[src/rtl/vdp_pixel_pipe.sv]
// Pixel stage behind the VDP timing generator: prefetches 4bpp bitmap words from VRAM
// through a small FIFO, maps each nibble through a 16x12 palette and drives the DAC pins.
module vdp_pixel_pipe #(
    parameter int ADDR_W     = 14,
    parameter int FIFO_DEPTH = 4
) (
    input  logic              clk,
    input  logic              reset_n,
    input  logic              dot_en,
    input  logic              line_start,
    input  logic              frame_start,
    input  logic              active,
    input  logic              hsync_in,
    input  logic              vsync_in,
    input  logic [ADDR_W-1:0] base_addr,
    input  logic [7:0]        line_words,
    output logic              vram_rd,
    output logic [ADDR_W-1:0] vram_addr,
    input  logic [15:0]       vram_rdata,
    input  logic              pal_we,
    input  logic [3:0]        pal_index,
    input  logic [11:0]       pal_data,
    output logic [3:0]        r,
    output logic [3:0]        g,
    output logic [3:0]        b,
    output logic              hsync,
    output logic              vsync,
    output logic              underrun
);

    localparam int PW = $clog2(FIFO_DEPTH);
    localparam int CW = PW + 1;

    typedef enum logic {IDLE, FETCH} fetch_state_t;

    fetch_state_t      state_reg;
    logic [ADDR_W-1:0] line_addr_reg, line_addr_next;
    logic [ADDR_W-1:0] fetch_addr_reg;
    logic [7:0]        words_left_reg;
    logic              vram_rd_reg;
    logic [ADDR_W-1:0] vram_addr_reg;
    logic              ret_valid_reg;

    logic [15:0]       fifo_mem [FIFO_DEPTH];
    logic [PW-1:0]     wr_ptr_reg, rd_ptr_reg;
    logic [CW-1:0]     count_reg;

    logic [1:0]        nib_pos_reg;
    logic [11:0]       rgb_reg;
    logic              hsync_reg, vsync_reg, underrun_reg;
    logic [11:0]       pal_mem [16];

    logic [CW:0]       outstanding;
    logic              issue, push, pop, pixel_fire, have_word;
    logic [15:0]       cur_word;
    logic [3:0]        nibbles [4];
    logic [3:0]        pix_index;

    always_comb begin
        line_addr_next = line_addr_reg;
        if (frame_start)
            line_addr_next = base_addr;
        else if (line_start)
            line_addr_next = line_addr_reg + ADDR_W'(line_words);
    end

    // Words already queued plus both pipeline slots of the VRAM read must fit in the FIFO.
    assign outstanding = {1'b0, count_reg} + (CW+1)'(vram_rd_reg) + (CW+1)'(ret_valid_reg);
    assign issue       = (state_reg == FETCH) && (words_left_reg != 8'd0) &&
                         (outstanding < (CW+1)'(FIFO_DEPTH)) && !line_start;
    assign push        = ret_valid_reg && !line_start;

    assign pixel_fire  = dot_en && active;
    assign have_word   = (count_reg != '0);
    assign cur_word    = fifo_mem[rd_ptr_reg];

    genvar gi;
    generate
        for (gi = 0; gi < 4; gi++) begin : g_nib
            assign nibbles[gi] = cur_word[15 - 4*gi -: 4];
        end
    endgenerate

    assign pix_index = have_word ? nibbles[nib_pos_reg] : 4'd0;
    assign pop       = pixel_fire && have_word && (nib_pos_reg == 2'd3) && !line_start;

    always_ff @(posedge clk or negedge reset_n) begin
        if (!reset_n) begin
            state_reg      <= IDLE;
            line_addr_reg  <= '0;
            fetch_addr_reg <= '0;
            words_left_reg <= '0;
            vram_rd_reg    <= 1'b0;
            vram_addr_reg  <= '0;
            ret_valid_reg  <= 1'b0;
        end else begin
            line_addr_reg <= line_addr_next;
            vram_rd_reg   <= issue;
            // A read still in flight across a line_start belongs to the old line.
            ret_valid_reg <= vram_rd_reg && !line_start;
            if (line_start) begin
                fetch_addr_reg <= line_addr_next;
                words_left_reg <= line_words;
                state_reg      <= (line_words != 8'd0) ? FETCH : IDLE;
            end else if (issue) begin
                vram_addr_reg  <= fetch_addr_reg;
                fetch_addr_reg <= fetch_addr_reg + ADDR_W'(1);
                words_left_reg <= words_left_reg - 8'd1;
                if (words_left_reg == 8'd1)
                    state_reg <= IDLE;
            end
        end
    end

    always_ff @(posedge clk) begin
        if (push)
            fifo_mem[wr_ptr_reg] <= vram_rdata;
    end

    always_ff @(posedge clk or negedge reset_n) begin
        if (!reset_n) begin
            wr_ptr_reg <= '0;
            rd_ptr_reg <= '0;
            count_reg  <= '0;
        end else if (line_start) begin
            wr_ptr_reg <= '0;
            rd_ptr_reg <= '0;
            count_reg  <= '0;
        end else begin
            if (push)
                wr_ptr_reg <= wr_ptr_reg + PW'(1);
            if (pop)
                rd_ptr_reg <= rd_ptr_reg + PW'(1);
            count_reg <= count_reg + CW'(push) - CW'(pop);
        end
    end

    always_ff @(posedge clk) begin
        if (pal_we)
            pal_mem[pal_index] <= pal_data;
    end

    always_ff @(posedge clk or negedge reset_n) begin
        if (!reset_n) begin
            nib_pos_reg  <= 2'd0;
            rgb_reg      <= 12'h000;
            hsync_reg    <= 1'b0;
            vsync_reg    <= 1'b0;
            underrun_reg <= 1'b0;
        end else begin
            hsync_reg <= hsync_in;
            vsync_reg <= vsync_in;
            if (line_start)
                nib_pos_reg <= 2'd0;
            else if (pixel_fire && have_word)
                nib_pos_reg <= nib_pos_reg + 2'd1;
            if (dot_en)
                rgb_reg <= active ? pal_mem[pix_index] : 12'h000;
            if (pixel_fire && !have_word)
                underrun_reg <= 1'b1;
        end
    end

    assign vram_rd   = vram_rd_reg;
    assign vram_addr = vram_addr_reg;
    assign r         = rgb_reg[11:8];
    assign g         = rgb_reg[7:4];
    assign b         = rgb_reg[3:0];
    assign hsync     = hsync_reg;
    assign vsync     = vsync_reg;
    assign underrun  = underrun_reg;

endmodule
[config.mk]
export PLATFORM = sky130hd
export DESIGN_NAME = vdp_pixel_pipe
export DESIGN_NICKNAME = d
export VERILOG_FILES = /design/src/rtl/vdp_pixel_pipe.sv
export SDC_FILE = /design/constraint.sdc
export NUM_CORES = 1
export LEC_CHECK = 0
export CORE_UTILIZATION = 53
export DETAILED_ROUTE_END_ITERATION = 8
export PLACE_DENSITY_LB_ADDON = 0.05
export SETUP_SLACK_MARGIN = 0.02
export SYNTH_ARGS = -nofsm -noshare
export SYNTH_HDL_FRONTEND = slang
export SYNTH_SLANG_ARGS = --single-unit
[constraint.sdc]
create_clock -name clk -period 2.5 [get_ports clk]
set_clock_uncertainty 0.05 [all_clocks]
set_input_delay 0.25 -clock clk [delete_from_list [all_inputs] [get_ports clk]]
set_output_delay 0.25 -clock clk [all_outputs]
set_load 0.1 [all_outputs]
==> results of run 1 <==
metrics by stage:
step / TNS [ns] / setup WS [ns] / cells / instance area (µm²)
after floorplan: -0.3161 / -0.03161 / 970 / 14390
after global placement: -4.518 / -0.3069 / 1476 / 16450
after detailed placement: -5.683 / -0.3409 / 1476 / 16450
after CTS: -2.183 / -0.2227 / 1555 / 17870
after global routing: -3.243 / -0.2854 / 1562 / 18050
final: -1.587 / -0.2046 / 1562 / 18050
worst max-delay path, delay by kind of cell (launching register included):
family | cells | cell delay, ns
flip-flops | 1 | 0.43
buffers and inverters | 3 | 0.44
multiplexers | 3 | 1.13
AO/OA/AOI/OAI | 3 | 0.54
worst max-delay path by stage:
stage                                    to  slack, ns  cells past startpoint
after floorplan                  rgb_reg[0]      -0.03                      9
after global placement    fetch_addr_reg[8]      -0.31                     10
after CTS                        rgb_reg[1]      -0.22                      9
final                            rgb_reg[0]      -0.20                      9
after global routing             rgb_reg[5]      -0.29                      8
after detailed placement  fetch_addr_reg[8]      -0.34                     10
logic make-up (layout without fill, tap and decap cells):
family / after synthesis / count (layout)
buf+inv: 78 / 334
xor+xnor: 32 / 32
compound gates: 164 / 165
fa+ha+maj: 23 / 23
simple gates: 202 / 202
mux: 138 / 138
flops: 333 / 333
placed cells by master (no fill, tap or decap), types with 7 or more instances in the layout:
master	instances
and3_1	10
buf_4	157
nor2b_1	7
clkdlybuf4s50_1	60
xnor2_1	19
mux2_2	34
nor2_1	36
mux2_1	10
o21ai_0	28
a2bb2oi_2	10
nand3_1	36
a21oi_1	30
buf_6	9
dfrtp_1	75
o2111ai_1	11
xor2_1	11
o211ai_1	28
a22oi_1	24
nor3_2	8
buf_12	11
clkbuf_16	38
mux4_2	13
nand4_1	7
inv_1	24
clkbuf_1	13
mux2_4	10
edfxtp_1	256
nand2_1	55
mux2i_1	71
ha_1	19
what timing repair did:
action                                  in CTS  in global routing
endpoints found under the hold margin       43                  0
gates cloned                                 2                  1
setup buffers                               11                  7
gates resized for setup                     40                 34
hold buffers                                 1                  0
pin swaps                                   22                 30
endpoints found under the setup margin      38                 41
area by class of cell:
class	count	area share, %
well taps	335	2.322
repair buffers	243	12.00
flip-flops and latches	333	53.30
multi-input cells	560	25.64
inverters	26	0.5407
clock buffers	56	5.920
clock inverters	9	0.2842
power groups by stage:
stage / logic, mW / registers (mW) / clock network, mW
after floorplan: 0.819 / 7.19 / 0
after global placement: 2.17 / 6.56 / 0
after detailed placement: 2.20 / 6.56 / 0
after CTS: 2.28 / 6.46 / 5.10
after global routing: 2.46 / 6.50 / 5.33
final: 2.31 / 6.46 / 5.01
per-layer routing:
layer	wire length, µm	part of all wire [%]
met1	14850	44
met2	15950	48
met3	1807	5.4
met4	913	2.7
met5	0	0
==> impl_results.md, run 1 <==
* Status: complete, but fails checks
* Failing checks: DRC, setup timing
* Share of cells above drive strength 1 at 27.71%
* Final Worst Setup Slack at -0.2046 ns
* GRT busiest layer: met2
* Comb power frac at approximately 17%
* Global-route wire length before repair at roughly 52 mm
* Area leader, netlist: edfxtp_1
* Max reg flops at 192
* Unrepaired setup endpoints after global routing: yes
* Routed Antenna Nets at 0
* XOR/XNOR Fraction of Synth Area at around 2%
* Synthesized area per cell at roughly 15 µm²
* PortBufs at 92
* Max-slew violations at 0
* Largest family of logic cells by synthesized area: multiplexers
* Minimum clock period at roughly 2.7 ns
* GR Util met1 at 33.70%
* N_diodes at 0
* Starting utilization of the core area at 54.63%
* Most frequent cell on the critical path: mux2_4
* DP Wirelength at around 21 mm
* Worst vdd rail ir drop at approximately 650 µV
* Final worst-path cycle share at 108.2%
* Max frequency at ~0.37 GHz
* Nets@finish at ~1300
* Synth area leaders: edfxtp_1 (54%), dfrtp_1 (13%), mux2i_1 (5.0%), mux2_2 (3.3%), mux4_2 (1.9%)
* Site Rows at 59
* Area occupied by multi-input gates at around 4600 µm²
* Netlist Area Pre-Place at between 10000 and 15000 µm²
* Mux cell area share after synthesis at between 10% and 20%
* Post-Synth Simple-Gate Area at slightly below 7%
* WL/cell at about 21 µm
* Via/cell ratio at 5.768
* Post-synth top cells: edfxtp_1 (256), dfrtp_1 (77), mux2i_1 (71)
* Pwr per Cell Area at around 760 nW/µm²
* Vias in the first global route at between 9000 and 10000
* Antenna violations before repair at 0
* Syn_nets at roughly 1100
* Worst hold path cell count at 2
* Worst R2R Path Depth at 9
* Top Registers: pal_mem (192), fifo_mem (64)
* Fillers at ~1900
* Clock Path Buffers at 3
* Most common cell in the netlist: edfxtp_1
* Io pins at 93
* Internal power at between 10 and 15 mW
* Area grow syn2layout at 25.72%
* Die Height at between 150 and 200 µm
* Clock transition at the registers of the reported paths at roughly 0.060 ns
* EDFF count, synth at ~260
* RR Startpoint: rd_ptr_reg[1]
* GR Layer Usage met3 at under 10%
* Switch Pwr at 3.748 mW
* Power share of the sequential group at approximately 47%
* Router iterations before antenna repair at 9
* Crit-path max cell delay at 0.52 ns
* Post-synth top area share at a little over half
* Clk_lat worst skew at approximately 0.51 ns
* Inserted Clock Buffers at 36
* Iteration-0 DRC Markers at between 700 and 800
* Overflow after GRT at 0
* Worst-path cell chain: mux4_2 > mux2_4 > o211ai_4 > buf_12 > buf_8 > buf_4 > mux2_4 > o211ai_1 > o2111ai_1
* # clock sinks at 333
* Crit path kind: reg2reg
* CP Capture Type: register
* Register area share after synthesis at between 60% and 70%
* Total wire length at ~34 mm
* Gate Count Post-Synth at 970
* CTS Root Cell: clkbuf_16
* Vias at about 9000
* Routing usage on met2 at roughly two fifths
* Die area at approximately 28000 µm²
* CP max stage cell: mux4_2
* Core box area at between 20000 and 30000 µm²
* Largest net degree at the start of global routing at 51
* Power share of the clock group at 36.4%
* Critical-path maximum fanout at 7
* CTS tree: done
* Sw Ratio at approximately 27%
* Slew @ Worst Pin at around 0.69 ns
* H-tree lvl count at 2
* Hold path start: line_start
* Total Power at 13.79 mW
* Max Cap Viol at 0
* Leak at ~6.9 nW
* Ys Warns at 0
* #FFs+latches synth at 333
* DRC at 6
* Worst EP arrival at about 3.0 ns
* WP data required at about 2.8 ns
* Synth Flop Type: edfxtp_1
* Worst setup path startpoint: rd_ptr_reg[1]
* WHS at approximately 0.12 ns
* Count of final setup violators at 12
* Worst R2R End: rgb_reg[0]
* Post-synthesis compound-gate area fraction at 7.853%
* Register with the most flip-flops: pal_mem
* Routability congestion estimate at approximately 0.8
* Class of the worst hold path: in2reg
* Final core utilization at 68.68%
* Hold Path Sink: count_reg[1]
* Post-synthesis async set-or-reset flop share at approximately 23%
* Relative slew slack at between 50% and 60%
* Sequential cell area at between 9000 and 10000 µm²
* Final hold viol count at 0
* Distinct cells, synth at 58
* Crit path launch type: register
* R2r setup slk at -0.20 ns
* Gr usage total at 24.57%
* Post-Synth Adder-Cell Area at approximately 2.1%
* Chip width at 166.6 µm
Power figures use the tool's default switching activity.
==> run 2: changes to the inputs <==
--- a/config.mk
+++ b/config.mk
@@ -7,6 +7,8 @@
 export LEC_CHECK = 0
 export CORE_UTILIZATION = 53
 export DETAILED_ROUTE_END_ITERATION = 8
+export GPL_TIMING_DRIVEN = 0
+export HOLD_SLACK_MARGIN = 0.02
 export PLACE_DENSITY_LB_ADDON = 0.05
 export SETUP_SLACK_MARGIN = 0.02
 export SYNTH_ARGS = -nofsm -noshare
==> run 2 against run 1 <==
Effect of this change: sequential share of layout area grew 0.83 points; combinational power grew 2%; largest power group unchanged; first-iteration DRC count decreased by 7.1%; register-to-register slack got worse by 0.19 ns; highest routed layer unchanged; global-route usage decreased by 0.17 points; design area decreased by 1.6%; die area is the same; utilization down 1.1 points; final cell count decreased by 3.7%; the run still ends with DRC, setup timing left.
==> impl_results.md, run 2 (synthesis gave the netlist of run 1 again) <==
* Status: complete, but fails checks
* Failing checks: DRC, setup timing
* Area grow syn2layout at 23.77%
* Site Rows at 59 (unchanged)
* Clock Path Buffers at 3 (unchanged)
* N_diodes at 0 (unchanged)
* Final worst-path cycle share at 115.8% (+7.6 points)
* Core box area at 26280 µm² (unchanged)
* Count of final setup violators at 18 (+6)
* # clock sinks at 333 (unchanged)
* Io pins at 93 (unchanged)
* Routed Antenna Nets at 0 (unchanged)
* CP max stage cell: mux4_2
* Clock transition at the registers of the reported paths at 0.06 ns (about the same)
* Final hold viol count at 0 (unchanged)
* WHS at 0.1287 ns (+0.01033 ns)
* Fillers at 1865 (+0.38%)
* Inserted Clock Buffers at 36 (unchanged)
* Share of cells above drive strength 1 at 21.39% (-6.3 points)
* Overflow after GRT at 0 (unchanged)
* Max frequency at 0.3453 GHz (-6.6%)
* Max-slew violations at 0 (unchanged)
* Die Height at 166.6 µm (unchanged)
* Fin cells at 1504 (-3.7%)
* Critical-path maximum fanout at 6 (-1)
* WP data required at 2.81 ns (-0.02 ns)
* Total wire length at 32.85 mm (-2.0%)
* DRC at 6 (unchanged)
* Switch Pwr at 3.759 mW (+0.31%)
* Largest net degree at the start of global routing at 56 (+9.8%)
* Vias in the first global route at 9077 (-1.2%)
* Via/cell ratio at 5.841 (+1.3%)
* Unrepaired setup endpoints after global routing: yes
* Most frequent cells in the layout: edfxtp_1 (256), clkdlybuf4s50_1 (90), dfrtp_1 (76)
* Comb power frac at 16.8% (about the same)
* Leak at 6.498 nW (-5.2%)
* Max reg flops at 192 (unchanged)
* Most frequent cell on the critical path: mux2i_1
* PortBufs at 91 (-1.1%)
* Critical path buffers and inverters at 4 (+1)
* Max Cap Viol at 0 (unchanged)
* DP Wirelength at 21.24 mm (-1.2%)
* Chip width at 166.6 µm (unchanged)
* WL/cell at 21.84 µm (+1.8%)
* Gr usage total at 24.40% (-0.17 points)
* Router iterations before antenna repair at 7 (-2)
* Sw Ratio at 26.91% (-0.27 points)
* Total Power at 13.97 mW (+1.3%)
* Top Registers: pal_mem (192), fifo_mem (64)
* Global-route wire length before repair at 51.32 mm (-0.65%)
* Nets@finish at 1230 (-4.4%)
* Crit path max-delay family: multiplexers
* Register with the most flip-flops: pal_mem
* Crit path kind: reg2reg
* Crit path launch type: register
* CP Capture Type: register
* Antenna violations before repair at 0 (unchanged)
* H-tree lvl count at 2 (unchanged)
* Worst vdd rail ir drop at 833.9 µV (+27%)
* Crit-path max cell delay at 0.49 ns (-0.03 ns)
* Iteration-0 DRC Markers at 654 (-7.1%)
* CTS Root Cell: clkbuf_16
* Slew @ Worst Pin at 1.284 ns (+0.5917 ns)
* Worst-path cell chain: buf_6 > mux4_2 > mux2_4 > o211ai_4 > buf_8 > buf_12 > buf_4 > mux2i_1 > mux2i_1 > a2bb2oi_4 > o2111ai_1
* Clk_lat worst skew at 0.51 ns (about the same)
* Starting utilization of the core area at 54.63% (unchanged)
* Pwr per Cell Area at 786.1 nW/µm² (+2.9%)
* Final Worst Setup Slack at -0.3958 ns (-0.1911 ns)
* Internal power at 10.21 mW (+1.7%)
* Area occupied by multi-input gates at 4687 µm² (+1.3%)
* Power share of the sequential group at 46.2% (-0.7 points)
* Class of the worst hold path: in2async
* Worst EP arrival at 3.21 ns (+0.17 ns)
* Final core utilization at 67.61% (-1.1 points)
* Relative slew slack at 14.05% (-40 points)
* Die area at 27750 µm² (unchanged)
* Commonest non-fill, non-tap cell in the layout: edfxtp_1
* Vias at 8785 (-2.5%)
* Sequential cell area at 9618 µm² (about the same)
* Power share of the clock group at 37.0% (+0.6 points)
* CTS tree: done
* Placed Instances at 1401 (-5.1%)
* Minimum clock period at 2.896 ns (+0.1911 ns)
* Routability congestion estimate at 0.7874 (-1.5%)
## run 2: power by group through the flow
| stage | registers (mW) | clock network, mW | logic, mW |
|---|---|---|---|
| after floorplan | 7.19 | 0 | 0.819 |
| after global placement | 6.55 | 0 | 2.11 |
| after detailed placement | 6.55 | 0 | 2.14 |
| after CTS | 6.45 | 5.23 | 2.25 |
| after global routing | 6.49 | 5.46 | 2.50 |
| final | 6.46 | 5.16 | 2.35 |
## run 2: routing by layer
metal / part of all wire [%] / up-vias / GRT usage (%)
li1: - / 4054 / -
met1: 45 / 4400 / 34.66
met2: 47 / 285 / 39.46
met3: 6.2 / 46 / 3.707
met4: 1.9 / 0 / 6.562
met5: 0 / - / 0
## run 2: worst paths after layout
| kind | startpoint | endpoint | slack (ns) | depth (start not counted) |
|---|---|---|---|---|
| max | rd_ptr_reg[1] | rgb_reg[8] | -0.40 | 11 |
| min | reset_n | fetch_addr_reg[1] | 0.13 | 2 |
| max reg2reg | rd_ptr_reg[1] | rgb_reg[8] | -0.40 | 11 |
| min reg2reg | vram_addr[2] | vram_addr[2] | 0.45 | 1 |
| max in group asynchronous | reset_n | vram_rd | 1.66 | 3 |
| min in group clk | vsync_in | vsync | 0.14 | 1 |
## run 2: final cells by class
class	count	area share, %
plain buffers	48	2.225
clock buffers	42	5.317
clock inverters	21	1.134
inverters	26	0.5493
multi-input cells	559	26.38
flip-flops and latches	333	54.13
well taps	335	2.359
repair buffers	140	7.908
## run 2: what timing repair did
item	in CTS	in global routing
pin swaps	26	23
hold buffers	1	0
setup endpoints to repair	48	41
cloned	1	1
resized for setup	61	54
endpoints found under the hold margin	77	0
setup buffers	24	18
## run 2: metrics by stage
step	setup TNS (ns)	setup slack [ns]	area, µm²
final	-4.310	-0.3958	17770
after global routing	-6.648	-0.5159	17770
after CTS	-4.765	-0.4140	17400
after detailed placement	-28.72	-0.8493	15810
after global placement	-182.69	-2.319	15720
after floorplan	-0.3161	-0.03161	14390
==> run 3: changes to the inputs <==
--- a/config.mk
+++ b/config.mk
@@ -5,7 +5,7 @@
 export SDC_FILE = /design/constraint.sdc
 export NUM_CORES = 1
 export LEC_CHECK = 0
-export CORE_UTILIZATION = 53
+export CORE_UTILIZATION = 60
 export DETAILED_ROUTE_END_ITERATION = 8
 export GPL_TIMING_DRIVEN = 0
 export HOLD_SLACK_MARGIN = 0.02
==> constraint.sdc (replaced) <==
create_clock -name clk -period 3.6 [get_ports clk]
set_clock_uncertainty 0.05 [all_clocks]
set_input_delay 0.36 -clock clk [delete_from_list [all_inputs] [get_ports clk]]
set_output_delay 0.36 -clock clk [all_outputs]
set_load 0.1 [all_outputs]
==> run 3 against run 2 <==
Effect of this change: the flow now finishes without violations; routed wire length fell by 2.5%; utilization rose by 4.3 points; worst hold slack improved by 0.12 ns; maximum frequency fell by 12%; count of clock-buffer cells in the layout rose by 6; via count fell by 2.2%; die area fell by 12%; sequential share of layout area rose by 2.8 points.
==> impl_results.md, run 3 (synthesis gave the netlist of run 1 again) <==
* Status: finished, final reports clean
* Commonest non-fill, non-tap cell in the layout: edfxtp_1
* Largest net degree at the start of global routing at 43 (-23%)
* Antenna violations before repair at 0 (unchanged)
* Starting utilization of the core area at 61.16% (+6.5 points)
* CTS Root Cell: clkbuf_16
* Die Height at 156.7 µm (-5.9%)
* Worst-path cell chain: or3_1 > clkbuf_1 > nand2b_1 > o22ai_2 > buf_4 > buf_4 > mux2i_1 > a2bb2oi_1 > o2111ai_1
* Register with the most flip-flops: pal_mem
* DRC at 0 (-6)
* Dpl cell area at 15760 µm² (-0.34%)
* CTS tree: done
* Critical-path maximum fanout at 10 (+4)
* Crit path kind: reg2reg
* Io pins at 93 (unchanged)
* CP Capture Type: register
* # clock sinks at 333 (unchanged)
* Site Rows at 56 (-5.1%)
* Routed Antenna Nets at 0 (unchanged)
* WL/cell at 22.15 µm (+1.4%)
* Chip width at 156.7 µm (-5.9%)
* Hold Path Sink: vsync
* Class of the worst hold path: in2reg
* Core box area at 23470 µm² (-11%)
* Placed Instances at 1385 (-1.1%)
* Worst vdd rail ir drop at 492.8 µV (-41%)
* Clock transition at the registers of the reported paths at 0.06 ns (about the same)
* Area grow syn2layout at 17.65%
* Gr usage total at 27.38% (+3.0 points)
* Nets@finish at 1189 (-3.3%)
* Post_cts resized at 0 (-100%)
* DP Wirelength at 21.23 mm (about the same)
* Final hold viol count at 0 (unchanged)
* Iteration-0 DRC Markers at 659 (+0.76%)
* Worst EP arrival at 3.59 ns (+0.38 ns)
* Global-route wire length before repair at 49.60 mm (-3.3%)
* Fillers at 1553 (-17%)
* Vias at 8591 (-2.2%)
* Relative slew slack at 13.34% (-0.72 points)
* Count of final setup violators at 0 (-18)
* WP data required at 3.89 ns (+1.08 ns)
* Most frequent cells in the layout: edfxtp_1 (256), clkdlybuf4s50_1 (90), dfrtp_1 (77)
* Total wire length at 32.02 mm (-2.5%)
* Clock Path Buffers at 3 (unchanged)
* Pwr per Cell Area at 564.0 nW/µm² (-28%)
* Crit path launch type: register
* Crit-path max cell delay at 0.59 ns (+0.10 ns)
* Die area at 24550 µm² (-12%)
* Post-CTS setup buffers at 0 (-100%)
* Unrepaired setup endpoints after global routing: no
* Worst R2R Path Depth at 9 (-2)
* Max Cap Viol at 0 (unchanged)
* Worst R2R End: rgb_reg[10]
* RR Startpoint: count_reg[1]
* Fin cells at 1446 (-3.9%)
* Inserted Clock Buffers at 34 (-5.6%)
* Router iterations before antenna repair at 5 (-2)
* Final worst-path cycle share at 91.43% (-24 points)
* Clk_lat worst skew at 0.51 ns (about the same)
* PortBufs at 91 (unchanged)
* Top Registers: pal_mem (192), fifo_mem (64)
* Slew @ Worst Pin at 1.295 ns (+0.01074 ns)
* Max-slew violations at 0 (unchanged)
* H-tree lvl count at 2 (unchanged)
* Max frequency at 0.3038 GHz (-12%)
* Worst hold path cell count at 1
* Overflow after GRT at 0 (unchanged)
* Minimum clock period at 3.292 ns (+0.3959 ns)
* Share of cells above drive strength 1 at 13.04% (-8.3 points)
* Max reg flops at 192 (unchanged)
* Via/cell ratio at 5.941 (+1.7%)
* Critical path buffers and inverters at 3 (-1)
* Hold path start: vsync_in
* Crit path max-delay family: compound AO/OA/AOI/OAI gates
* Leak at 6.153 nW (-5.3%)
* R2r setup slk at 0.31 ns (+0.70 ns)
* Vias in the first global route at 8844 (-2.6%)
* CP max stage cell: o22ai_2
* Routability congestion estimate at 0.8138 (+3.4%)
* Design area at 16890 µm² (-4.9%)
* Most frequent cell on the critical path: buf_4
* N_diodes at 0 (unchanged)
[run 3: changes by cell type in the layout (fill, tap and decap cells not counted), moves of 5 or more]
cell | before | now
a2bb2oi_1 | 0 | 12
o21ai_1 | 6 | 0
clkinv_1 | 10 | 4
buf_12 | 5 | 0
nand3_1 | 34 | 39
clkbuf_1 | 17 | 29
buf_6 | 21 | 16
nand3_2 | 5 | 0
buf_8 | 7 | 1
a2bb2oi_2 | 9 | 0
buf_4 | 34 | 6
o21ai_0 | 26 | 32
[run 3: worst max path at each step]
stage	from	to	slack [ns]	cells past startpoint
after floorplan	vram_rd	fetch_addr_reg[5]	0.73	7
after global placement	reset_n	rgb_reg[7]	-0.78	1
after detailed placement	rd_ptr_reg[1]	rgb_reg[0]	0.37	10
after CTS	count_reg[1]	rgb_reg[0]	0.37	9
after global routing	rd_ptr_reg[1]	rgb_reg[0]	0.04	10
final	count_reg[1]	rgb_reg[10]	0.31	9
[run 3: worst reg2reg max path, delay by kind of cell, from the launching register on]
| kind | cells | cell delay, ns |
|---|---|---|
| compound gates | 3 | 1.26 |
| buf+inv | 3 | 0.96 |
| flops | 1 | 0.46 |
| simple gates | 2 | 0.31 |
| mux | 1 | 0.10 |
[run 3: what timing repair did]
item / CTS / global route
endpoints found under the setup margin: 0 / 0
hold endpoints to repair: 35 / 0
hold buffers: 1 / 0
[run 3: where the power goes]
group / leakage (nW) / switching (mW) / internal (mW)
Combinational: 2.35 / 0.996 / 0.488
Sequential: 3.26 / 0.134 / 4.35
Clock: 0.550 / 1.41 / 2.15
[run 3: routing by layer]
metal,share of wire [%],GRT usage [%],up-vias
met5,0,0,-
met4,2.3,8.263,0
met3,6.6,4.542,56
met2,47,43.64,276
met1,44,38.95,4282
li1,-,-,3977
[run 3: layout make-up]
type                    count  area [µm²]  share of cell area [%]
multi-input cells         559        4334                   25.66
clock buffers              48       964.7                   5.712
clock inverters            12       158.9                  0.9408
plain buffers              52       330.3                   1.956
well taps                 319       399.1                   2.363
inverters                  26       97.59                  0.5778
repair buffers             97       991.0                   5.867
flip-flops and latches    333        9614                   56.92
[run 3: metrics by stage]
stage	power, mW	utilization [%]	hold WS, ns	worst slack [ns]	TNS (ns)
after floorplan	5.556	-	0.01441	0.7259	0
final	9.525	71.96	0.2485	0.3084	0
after global routing	9.821	71.96	0.2304	0.03826	0
after detailed placement	6.031	67.13	0.3146	0.3688	0
after global placement	6.000	66.74	0.4386	-0.7765	-59.16
after CTS	9.565	71.96	0.2301	0.3652	0
